--- src/rtl/dmem_bus_arbiter.sv ---
// Arbitrates the single data-memory port between the CPU load/store path and a DMA requester.
// Each access runs IDLE -> ISSUE -> RESP; the CPU has priority, and the DMA's wait is bounded.
module dmem_bus_arbiter #(
  parameter int unsigned AW       = 32,
  parameter int unsigned DW       = 32,
  parameter int unsigned MAX_WAIT = 4
) (
  input  logic          clk,
  input  logic          reset,
  input  logic          cpu_req,
  input  logic          cpu_wr,
  input  logic [AW-1:0] cpu_addr,
  input  logic [DW-1:0] cpu_wdata,
  output logic          cpu_ack,
  output logic [DW-1:0] cpu_rdata,
  output logic          cpu_stall,
  input  logic          dma_req,
  input  logic          dma_wr,
  input  logic [AW-1:0] dma_addr,
  input  logic [DW-1:0] dma_wdata,
  output logic          dma_ack,
  output logic [DW-1:0] dma_rdata,
  output logic          mem_rd,
  output logic          mem_wr,
  output logic [AW-1:0] mem_addr,
  output logic [DW-1:0] mem_wdata,
  input  logic [DW-1:0] mem_rdata
);

  localparam int unsigned CW = $clog2(MAX_WAIT + 1);

  typedef enum logic [1:0] {StIdle, StIssue, StResp} state_e;

  state_e          r_state, w_state_d;
  logic            r_owner;  // 1 = DMA
  logic            r_wr;
  logic [AW-1:0]   r_addr;
  logic [DW-1:0]   r_wdata;
  logic [CW-1:0]   r_wait_cnt;
  logic [DW-1:0]   r_cpu_rdata, r_dma_rdata;

  logic            w_any_req, w_grant_dma, w_issue, w_resp;

  assign w_any_req   = cpu_req | dma_req;
  assign w_grant_dma = dma_req & (~cpu_req | (r_wait_cnt == CW'(MAX_WAIT)));

  always_comb begin
    w_state_d = r_state;
    unique case (r_state)
      StIdle:  if (w_any_req) w_state_d = StIssue;
      StIssue: w_state_d = StResp;
      StResp:  w_state_d = StIdle;
      default: w_state_d = StIdle;
    endcase
  end

  always_ff @(posedge clk) begin
    if (!reset) begin
      r_state     <= StIdle;
      r_owner     <= 1'b0;
      r_wr        <= 1'b0;
      r_addr      <= '0;
      r_wdata     <= '0;
      r_wait_cnt  <= '0;
      r_cpu_rdata <= '0;
      r_dma_rdata <= '0;
    end else begin
      r_state <= w_state_d;
      if (r_state == StIdle && w_any_req) begin
        r_owner <= w_grant_dma;
        r_wr    <= w_grant_dma ? dma_wr    : cpu_wr;
        r_addr  <= w_grant_dma ? dma_addr  : cpu_addr;
        r_wdata <= w_grant_dma ? dma_wdata : cpu_wdata;
        if (w_grant_dma) begin
          r_wait_cnt <= '0;
        end else if (dma_req && r_wait_cnt != CW'(MAX_WAIT)) begin
          r_wait_cnt <= r_wait_cnt + CW'(1);
        end
      end
      if (r_state == StResp && !r_wr) begin
        if (r_owner) r_dma_rdata <= mem_rdata;
        else         r_cpu_rdata <= mem_rdata;
      end
    end
  end

  assign w_issue = (r_state == StIssue);
  // Strobes and acks are gated by reset so an access caught by reset is dropped silently.
  assign w_resp  = reset & (r_state == StResp);

  assign mem_rd    = reset & w_issue & ~r_wr;
  assign mem_wr    = reset & w_issue & r_wr;
  assign mem_addr  = w_issue ? r_addr  : '0;
  assign mem_wdata = w_issue ? r_wdata : '0;

  assign cpu_ack   = w_resp & ~r_owner;
  assign dma_ack   = w_resp & r_owner;
  assign cpu_stall = cpu_req & ~cpu_ack;

  // Memory data arrives during RESP; forward it alongside ack, then hold the captured copy.
  assign cpu_rdata = (cpu_ack && !r_wr) ? mem_rdata : r_cpu_rdata;
  assign dma_rdata = (dma_ack && !r_wr) ? mem_rdata : r_dma_rdata;

endmodule

--- config.mk ---
export PLATFORM = sky130hd
export DESIGN_NAME = dmem_bus_arbiter
export DESIGN_NICKNAME = d
export VERILOG_FILES = /design/src/rtl/dmem_bus_arbiter.sv
export SDC_FILE = /design/constraint.sdc
export NUM_CORES = 1
export LEC_CHECK = 0
export CORE_MARGIN = 2
export CORE_UTILIZATION = 48
export CTS_BUF_LIST = sky130_fd_sc_hd__clkbuf_4 sky130_fd_sc_hd__clkbuf_8
export DETAILED_ROUTE_END_ITERATION = 12
export GPL_ROUTABILITY_DRIVEN = 1
export PLACE_DENSITY_LB_ADDON = 0.3
export SYNTH_ARGS = -nofsm -noshare
export SYNTH_HDL_FRONTEND = slang
export SYNTH_SLANG_ARGS = --single-unit
--- constraint.sdc ---
create_clock -name clk -period 3.9 [get_ports clk]
set_clock_uncertainty 0.2 [all_clocks]
set_input_delay 0.78 -clock clk [delete_from_list [all_inputs] [get_ports clk]]
set_output_delay 0.78 -clock clk [all_outputs]
set_load 0.05 [all_outputs]
==> metrics.yaml, run 1 <==
outcome:
  status: "finished, final reports clean"
worst_setup_path:
  cp.required_ns: 2.92
  arrival_ns: 2.58
  criticalPathCategory: "flip-flop to primary output"
  max_stage_delay_ns: 0.56
  critPathSlowestCell: "or3b_1"
  path_max_fanout: 14
  cp.buffers_inverters: 2
  crit_top_cell: "buf_4"
  crit_chain: "or3b_1, nor2_8, buf_4, mux2_1, buf_4"
  cp_top_family: "simple AND/OR/NAND/NOR gates"
  crit_path_start_kind: "flip-flop"
  crit_path_end_kind: "primary output"
sta:
  hold_viol_final: 0
  maxSlewViolCount: 0
  fin_tns_setup_ns: 0
  slew_headroom_pct: 52.5
  rsz0062_at_grt: "no"
  finalCriticalPeriod_ns: 3.56
  clock.fmax_ghz: 0.281
  worstMarginPinSlew_ns: 0.713
  period_share_pct: 91.2
  setup_viol: 0
placement:
  port_buffers: 298
  finalWeightedCongestion: 0.796
  place_inst: 1132
  dp_hpwl_mm: 14.1
yosys:
  synth-edff-count: 0
  synthesis.area_um2: 7100
  synthesis.nets: 882
  dominantRegCellSynth: "dfxtp_1"
  ys_warn_count: 0
  synthArstFlopShare_pct: 0
  synth.cells.most_frequent: "135 x dfxtp_1, 66 x a21boi_0, 66 x and3_1"
  synth_top_cell_by_area: "dfxtp_1"
  synth_area_leaders: "dfxtp_1 38%, o311a_1 9.2%, a22o_1 7.9%, a21boi_0 7.0%, o21bai_1 6.9%"
  synth_top_area_share_pct: 38.1
  syn_avg_cell_area_um2: 9.94
  synth_seq_cells: 135
  yosysMostFrequentCell: "dfxtp_1"
  synthCells: 714
  ys_seq_area_share_pct: 38.1
  ys_types: 33
global_route:
  grt_overflow: 0
  grt_start_max_net_pins: 131
  grt_usage_pct: 26.4
  antenna_found_initial: 0
  grt_pass1_wl_mm: 34.1
  grt_pass1_vias: 6530
cts:
  clock_path_buffers: 2
  cts_sinks: 135
  post_cts.repair.setup_buffers: 0
  root_buffer: "clkbuf_8"
  cts_tree: "done"
  htreeDepth: 4
  post_cts_resized: 0
  clkSlewWorstSetupHoldPaths_ns: 0.08
  clock_latency_ns: 0.43
  cts_buffers: 17
  cts.hold.buffers_added: 0
finish:
  drive_above_1_share_pct: 16.4
  antenna_cells: 0
  finalNonFillerCells: 1164
  nets: 1135
  synthToLayoutAreaGrowth_pct: 46.6
die:
  die_height_um: 126
  die_w_um: 126
  num_io_pins: 299
  rows: 44
  start_util_pct: 49.0
  core-area_um2: 14500
  dieArea_um2: 15800
detailed_routing:
  wl_per_cell_um: 18.1
  via_count: 6612
  firstDrtPassIters: 4
  antenna_left: 0
  dr.first_iter.drc_count: 418
  remaining_drc_errors: 0
  post_drt_via_cell_ratio: 5.68
  drt_wl_total_mm: 21.1
power:
  pwr_density_cell_nw_per_um2: 350
  peakVddDrop_v: 0.000190
  leakagePower_nw: 4.61
  intPower_mw: 2.57
  p_seq_share_pct: 41.4
  power_switching_mw: 1.08
  sw_frac_of_total_pct: 29.5
  clockPowerShare_pct: 33.8
  combinationalPowerShare_pct: 24.8
min_path:
  hold_path_class: "flip-flop to flip-flop"
job:
  cap_viol_max_count: 0
==> per-stage QoR <==
| step | area, um^2 | worst slack [ns] | hold slack [ns] | power, mW | util [%] |
|---|---|---|---|---|---|
| 3_5_place_dp | 9990 | 0.644 | 0.250 | 2.44 | 69.0 |
| 4_1_cts | 10400 | 0.305 | 0.273 | 3.67 | 71.9 |
| 2_1_floorplan | 7100 | 0.582 | 0.235 | 2.08 | - |
| 5_1_grt | 10400 | 0.194 | 0.282 | 3.81 | 71.9 |
| 3_3_place_gp | 9990 | 0.671 | 0.248 | 2.43 | 69.0 |
| 6_report | 10400 | 0.344 | 0.270 | 3.65 | 71.9 |
==> routing by layer <==
metal	up-vias	GRT usage, %	part of all wire, %
met1	3141	32.0	41
met5	-	0	0
met2	240	43.9	48
met4	0	9.48	2.4
met3	33	8.67	8.8
li1	3198	-	-
==> cell usage in the layout (no fill, tap or decap), types with 2 or more instances in the layout <==
cell type        instances
mux2_1                  29
inv_1                    4
nand2_1                  3
bufinv_16                3
and2_1                  65
o21ai_0                  2
inv_6                    2
a22o_1                  64
nor2_1                   4
ha_1                     2
o311a_1                 65
nand2b_1                 2
clkdlybuf4s50_1        232
nand4_1                  3
nor2_8                   2
o21a_1                   2
buf_12                   6
buf_2                    2
nor2b_1                  3
o21bai_1                65
mux2_2                  35
dfxtp_1                135
and3_1                  66
clkbuf_4                 3
clkinv_2                 3
clkbuf_8                18
buf_4                   78
a21oi_1                  4
clkinv_4                 2
a21boi_0                66
==> power groups by stage <==
stage          sequential [mW]  clock (mW)  combinational, mW
6_report                  1.51        1.23              0.903
3_3_place_gp              1.54           0              0.897
2_1_floorplan             1.53           0              0.553
3_5_place_dp              1.54           0              0.903
5_1_grt                   1.52        1.32              0.969
4_1_cts                   1.51        1.26              0.907
==> registers in the layout, indices dropped and copies added, names as in the netlist <==
signal	cells
r_addr	32
r_cpu_rdata	32
r_dma_rdata	32
r_owner	1
r_state	2
r_wait_cnt	3
r_wdata	32
r_wr	1
==> layout make-up <==
cell class | instances | area, um^2
Clock buffer | 21 | 270
Sequential cell | 135 | 2700
Inverter | 4 | 15.0
Multi-Input combinational cell | 491 | 4010
Fill cell | 1114 | 4070
Clock inverter | 11 | 148
Timing Repair Buffer | 318 | 3040
Tap cell | 184 | 230
==> cells by family (layout without fill, tap and decap cells) <==
group | count (synthesis) | count (layout) | share of synthesized area [%]
AOI/OAI and AO/OA | 270 | 270 | 31.8
adders and majority gates | 2 | 2 | 0.352
buffers and inverters | 88 | 354 | 5.85
DFF | 135 | 135 | 38.1
muxes | 64 | 64 | 10.1
and+or+nand+nor | 155 | 155 | 13.8
==> path summary, 6_finish.rpt <==
check	from	endpoint	slack, ns	depth (start not counted)
worst max-delay path	r_state[1]$_SDFFE_PN0P_	cpu_rdata[16]	0.34	5
worst min-delay path	r_cpu_rdata[23]$_SDFFE_PN0P_	r_cpu_rdata[23]$_SDFFE_PN0P_	0.27	1
worst max register to register	r_state[1]$_SDFFE_PN0P_	r_cpu_rdata[17]$_SDFFE_PN0P_	1.69	5
worst min register to register	r_cpu_rdata[23]$_SDFFE_PN0P_	r_cpu_rdata[23]$_SDFFE_PN0P_	0.27	1
(Power assumes the default switching activity.)
==> run 2: changes to the inputs <==
Settings changed: ABC_AREA set to 1, RECOVER_POWER set to 100.
==> run 2 against run 1 <==
The flow now finishes with violations (capacitance limit, slew limit). Sequential share of layout area down 0.65 points. First-iteration DRC count up 50%. Worst setup slack worse by 0.066 ns. Cell area up 2.6%.
==> metrics.yaml, run 2 <==
outcome:
  status: "finished with violations"
  violations: "capacitance limit, slew limit"
worst_setup_path:
  regToRegSetupSlack_ns: 0.88  # -0.81 ns
  critPathSlowestCell: "nand2_2"
  path_max_fanout: 33  # +19
  max_stage_delay_ns: 0.46  # -0.10 ns
  cp.buffers_inverters: 3  # +1
  crit_path_start_kind: "flip-flop"
  crit_path_end_kind: "primary output"
  cp-startpoint: "r_state[0]$_SDFFE_PN0P_"
  crit_chain: "inv_2, nand2_2, nor2_1, nand2_2, nor2_4, buf_4, nand2_1, nand2_1, clkbuf_2"
  ff2ff_path_depth: 8  # +3
  rr_startpoint: "r_wait_cnt[0]$_SDFFE_PN0P_"
  cp_top_family: "simple AND/OR/NAND/NOR gates"
  arrival_ns: 2.64  # +0.06 ns
  criticalPathCategory: "flip-flop to primary output"
  timing.rr.end: "r_addr[16]$_SDFFE_PN0P_"
  cp.required_ns: 2.92  # about the same
finish:
  mostFrequentLayoutCells: "330 x nand2_1, 203 x nor2_1, 162 x clkdlybuf4s50_1, 138 x inv_1, 135 x dfxtp_1"
  antenna_cells: 0  # unchanged
  drive_above_1_share_pct: 6.78  # -9.6 points
  seqCellArea_um2: 2700  # unchanged
  finalInstanceArea_um2: 10700  # +2.6%
  synthToLayoutAreaGrowth_pct: 49.4
  layout_commonest_cell: "nand2_1"
  nFillCells: 1167  # +4.8%
  nets: 1586  # +40%
  post-route-util_pct: 73.5  # +1.6 points
  multi_input_area_um2: 3470  # -14%
sta:
  hold_viol_final: 0  # unchanged
  clock.fmax_ghz: 0.276  # -1.8%
  fin_tns_setup_ns: 0  # unchanged
  setup_viol: 0  # unchanged
  slew_headroom_pct: -1.93  # -54 points
  period_share_pct: 92.9  # +1.7 points
  maxSlewViolCount: 78  # +78
  worstMarginPinSlew_ns: 1.53  # +0.816 ns
  finalCriticalPeriod_ns: 3.62  # +0.0660 ns
  rsz0062_at_grt: "no"
min_path:
  hold_depth: 2  # +1
  hold_start: "r_dma_rdata[3]$_SDFFE_PN0P_"
  whs_endpoint: "r_dma_rdata[3]$_SDFFE_PN0P_"
  hold_path_class: "flip-flop to flip-flop"
cts:
  cts_buffers: 17  # unchanged
  cts.hold.buffers_added: 0  # unchanged
  clock_path_buffers: 2  # unchanged
  clock_latency_ns: 0.43  # about the same
  clkSlewWorstSetupHoldPaths_ns: 0.07  # about the same
  post_cts.repair.setup_buffers: 0  # unchanged
  htreeDepth: 4  # unchanged
  cts_tree: "done"
  cts_sinks: 135  # unchanged
  post_cts_resized: 0  # unchanged
  root_buffer: "clkbuf_8"
yosys:
  synthesis.nets: 1338  # +52%
  synthCells: 1170  # +64%
  synth_top_family_by_area: "simple AND/OR/NAND/NOR gates"
  synth_top_cell_by_area: "dfxtp_1"
  syn_avg_cell_area_um2: 6.11  # -39%
  synth-edff-count: 0  # unchanged
  synthMuxAreaShare_pct: 0  # -10 points
  synthesis.area_um2: 7150  # +0.67%
  ys_warn_count: 0  # unchanged
  synth.cells.most_frequent: "332 x nand2_1, 201 x nor2_1, 138 x inv_1"
  synth_top_area_share_pct: 37.8  # -0.25 points
  ys_seq_area_share_pct: 37.8  # -0.25 points
  yosysMostFrequentCell: "nand2_1"
  ys_types: 20  # -39%
  synth_seq_cells: 135  # unchanged
  synthSimpleGateAreaFrac_pct: 38.8  # +25 points
  synth_area_leaders: "dfxtp_1 38%, nand2_1 17%, nor2_1 11%, nand3_1 9.2%, inv_1 7.2%"
  yosys.area_share.adder_pct: 0.350  # -0.0023 points
  dominantRegCellSynth: "dfxtp_1"
  synth_xor_area_share_pct: 0.123  # +0.12 points
  synthArstFlopShare_pct: 0  # unchanged
  synth_compound_area_share_pct: 9.24  # -23 points
die:
  num_io_pins: 299  # unchanged
  die_w_um: 126  # +0.32%
  dieArea_um2: 15900  # +0.65%
  rows: 44  # unchanged
  die_height_um: 126  # +0.32%
  start_util_pct: 49.2  # +0.14 points
  core-area_um2: 14500  # +0.38%
detailed_routing:
  wl_per_cell_um: 13.7  # -24%
  firstDrtPassIters: 7  # +3
  drt_wl_total_mm: 22.1  # +4.9%
  via_count: 8031  # +21%
  dr.first_iter.drc_count: 627  # +50%
  post_drt_via_cell_ratio: 4.98  # -12%
  antenna_left: 0  # unchanged
  remaining_drc_errors: 0  # unchanged
placement:
  dp_hpwl_mm: 15.3  # +8.6%
  port_buffers: 298  # unchanged
  finalWeightedCongestion: 0.864  # +8.5%
  dpl_cell_area_um2: 10700  # +6.7%
job:
  cap_viol_max_count: 1  # +1
global_route:
  grt_usage_pct: 27.0  # +0.58 points
  grt_overflow: 0  # unchanged
  grt_start_max_net_pins: 103  # -21%
  grt_pass1_vias: 7497  # +15%
  grt_pass1_wl_mm: 35.2  # +3.4%
  antenna_found_initial: 0  # unchanged
power:
  pwr_density_cell_nw_per_um2: 332  # -5.1%
  peakVddDrop_v: 0.000209  # +9.9%
  leakagePower_nw: 5.80  # +26%
[run 2: changes by cell type after synthesis, sizes merged, moves of 65 or more]
| cell | previous run | this run |
|---|---|---|
| inv | 4 | 140 |
| and2 | 65 | 0 |
| o21bai | 65 | 0 |
| a21boi | 66 | 0 |
| and3 | 66 | 0 |
| nor2 | 7 | 206 |
| o311a | 65 | 0 |
| nand3 | 1 | 131 |
| nand2 | 3 | 337 |
[run 2: cell type report]
class | instances | share of cell area, %
timing repair buffer | 311 | 31.6
multi-input combinational | 813 | 32.4
tap | 184 | 2.16
sequential | 135 | 25.3
inverter | 140 | 4.92
clock inverter | 1 | 0.0703
clock buffer | 30 | 3.51
[run 2: where the power goes]
| group | internal (mW) | leakage, nW | switching [mW] | total [mW] |
|---|---|---|---|---|
| clock | 0.601 | 0.200 | 0.509 | 1.11 |
| sequential | 1.47 | 1.11 | 0.0468 | 1.52 |
| combinational | 0.375 | 4.49 | 0.542 | 0.917 |
[run 2: cell families after synthesis]
kind of cell / after synthesis
adders and majority gates: 2
AOI/OAI and AO/OA: 132
xor gates and xnor gates: 1
DFF: 135
buffers and inverters: 222
and+or+nand+nor: 678
[run 2: stage by stage]
stage | total power, mW | cells | hold slack, ns | setup WS, ns
2_1_floorplan | 2.11 | 1170 | 0.248 | 0.832
4_1_cts | 3.60 | 1614 | 0.273 | 0.309
3_5_place_dp | 2.50 | 1583 | 0.261 | 0.775
3_3_place_gp | 2.48 | 1583 | 0.257 | 0.802
5_1_grt | 3.73 | 1614 | 0.288 | 0.102
6_report | 3.55 | 1614 | 0.270 | 0.278
[run 2: metal layers]
metal / GRT usage (%) / part of all wire [%] / up-vias
li1: - / - / 4093
met1: 31.8 / 41 / 3595
met2: 46.3 / 48 / 298
met3: 8.16 / 7.6 / 45
met4: 9.95 / 2.9 / 0
met5: 0 / 0 / -
[run 2: worst max-delay path by stage]
stage	to	slack, ns	depth (start not counted)
4_1_cts	cpu_rdata[29]	0.31	9
2_1_floorplan	cpu_rdata[10]	0.83	6
3_3_place_gp	dma_rdata[2]	0.80	7
5_1_grt	cpu_rdata[20]	0.10	9
6_report	cpu_rdata[14]	0.28	9
3_5_place_dp	cpu_rdata[29]	0.78	7
[run 2: tightest hold or removal path, delay by kind of cell, from the launching register on]
family	cells	cell delay [ns]
flops	1	0.31
simple gates	2	0.12
==> RTL edit, RTL diff (flow settings as in run 1) <==
Re-encode `state_e` (3 states) as one-hot, 3 bits wide.
--- a/src/rtl/dmem_bus_arbiter.sv
+++ b/src/rtl/dmem_bus_arbiter.sv
@@ -29,7 +29,7 @@
 
   localparam int unsigned CW = $clog2(MAX_WAIT + 1);
 
-  typedef enum logic [1:0] {StIdle, StIssue, StResp} state_e;
+  typedef enum logic [2:0] {StIdle = 3'b001, StIssue = 3'b010, StResp = 3'b100} state_e;
 
   state_e          r_state, w_state_d;
   logic            r_owner;  // 1 = DMA
Check against the original RTL: no difference found for any inputs over 4 cycles, from zero or initial values and one cycle with reset low; so few cycles prove little.
==> RTL edit against run 1 <==
- area after synthesis fell by 6.5%
- cell count fell by 1.7%
- clock power fell by 3%
- sequential cell count rose by 1
- count of clock-buffer cells in the layout fell by 2
- final area fell by 5.3%
- worst setup slack got worse by 0.020 ns
- first-iteration DRC count fell by 29%
- power fell by 11%
- routed wire length fell by 7.7%
- synthesized cell count fell by 2.2%
- critical path depth rose by 1
- non-clock buffer count fell by 8
- critical path type is now primary input to output port
==> RTL edit: results (changes against run 1) <==
Outcome
The flow ran to the end, and the final reports show no timing, DRC or antenna violations.

Yosys
The commonest cells after synthesis are sky130_fd_sc_hd__dfxtp_1, sky130_fd_sc_hd__nand2_1, sky130_fd_sc_hd__a22o_1. The adder-cell share of the synthesized area is 0.377% (+0.025 points). Yosys attributes the largest share of cell area to sky130_fd_sc_hd__dfxtp_1, sky130_fd_sc_hd__a22o_1, sky130_fd_sc_hd__mux2_2. The synthesized-area fraction occupied by ao, oa, aoi and oai cells was 25.4% (-6.3 points). The fraction of synthesized area in multiplexers was 10.9% (+0.71 points).

STA
The slew at the pin closest to its max-slew limit is 0.767 ns (+0.0534 ns). The minimum hold slack is 0.272 ns (+0.00191 ns).

Placed design
The routability congestion estimate was 0.797 (about the same). The total cell area at the placement stage is 9450 sq um (-5.4%). The final HPWL from detailed placement is 13600 um (-3.7%).

Finish
The filler cell count in the final layout is 1034 (-7.2%). The net count of the finished layout is 1124 (-0.97%).

Global route
The number of global-route vias before repair is 5838 (-11%). The combined global-route utilization of all metal layers came to 26.2% (-0.23 points).

Setup path
Tracing the worst setup path back leads to its startpoint at reset. The peak per-stage delay on the critical path is 0.54 ns (-0.02 ns). The depth of the most critical reg-to-reg path is 6 (+1). The endpoint identified for the worst register-to-register timing path is r_wdata[17]$_SDFFE_PN0P_.

The worst path arrival time is 2.60 ns (+0.02 ns).

Route
The DRC marker count from the first detailed-route iteration is 297 (-29%). The wire length per cell came to 17.0 um (-6.1%). The detailed-routing iteration count for the pre-antenna-repair pass was 5 (+1).

Hold path
The path with the worst hold slack has its endpoint at r_wdata[30]$_SDFFE_PN0P_.

Pwr
The worst supply voltage drop on vdd is 0.211 mV (+11%).
-- RTL edit: per-stage QoR --
| step | cells | util (%) | setup WS (ns) |
|---|---|---|---|
| global route | 1144 | 73.6 | 0.184 |
| detailed placement | 1113 | 70.6 | 0.343 |
| global placement | 1113 | 70.6 | 0.390 |
| floorplan | 698 | - | 0.718 |
| CTS | 1144 | 73.6 | 0.333 |
| finish | 1144 | 73.6 | 0.325 |
-- RTL edit: routing by layer --
layer  up-vias  global-route usage (%)  routed length (um)
met5         -                       0                   0
met4         0                    10.6                 533
met3        34                    9.46                1630
met2       229                    44.2                9410
met1      2942                    30.1                7870
li1       3055                       -                   -
-- RTL edit: layout make-up --
type                            count  share of cell area (%)
Multi-Input combinational cell    488                    36.1
Inverter                            3                   0.114
Timing Repair Buffer              310                    29.8
Clock inverter                     12                    1.56
Sequential cell                   136                    27.6
Clock buffer                       19                    2.53
Tap cell                          176                    2.23
-- RTL edit: critical path, delay by kind of cell --
| kind | cells | cell delay [ns] |
|---|---|---|
| buf+inv | 3 | 1.03 |
| mux | 1 | 0.39 |
| simple gates | 2 | 0.35 |
-- RTL edit: cell families (layout without fill, tap and decap cells) --
group,count (synthesis),in the layout
and+or+nand+nor,219,219
muxes,64,64
DFF,136,136
adders and majority gates,2,2
AOI/OAI and AO/OA,203,203
buffers and inverters,74,344
-- RTL edit: power by group through the flow --
stage	clock network (mW)	logic [mW]	registers, mW
floorplan	0	0.303	1.53
global placement	0	0.540	1.54
detailed placement	0	0.547	1.54
CTS	1.21	0.550	1.51
global route	1.27	0.594	1.52
finish	1.19	0.548	1.51
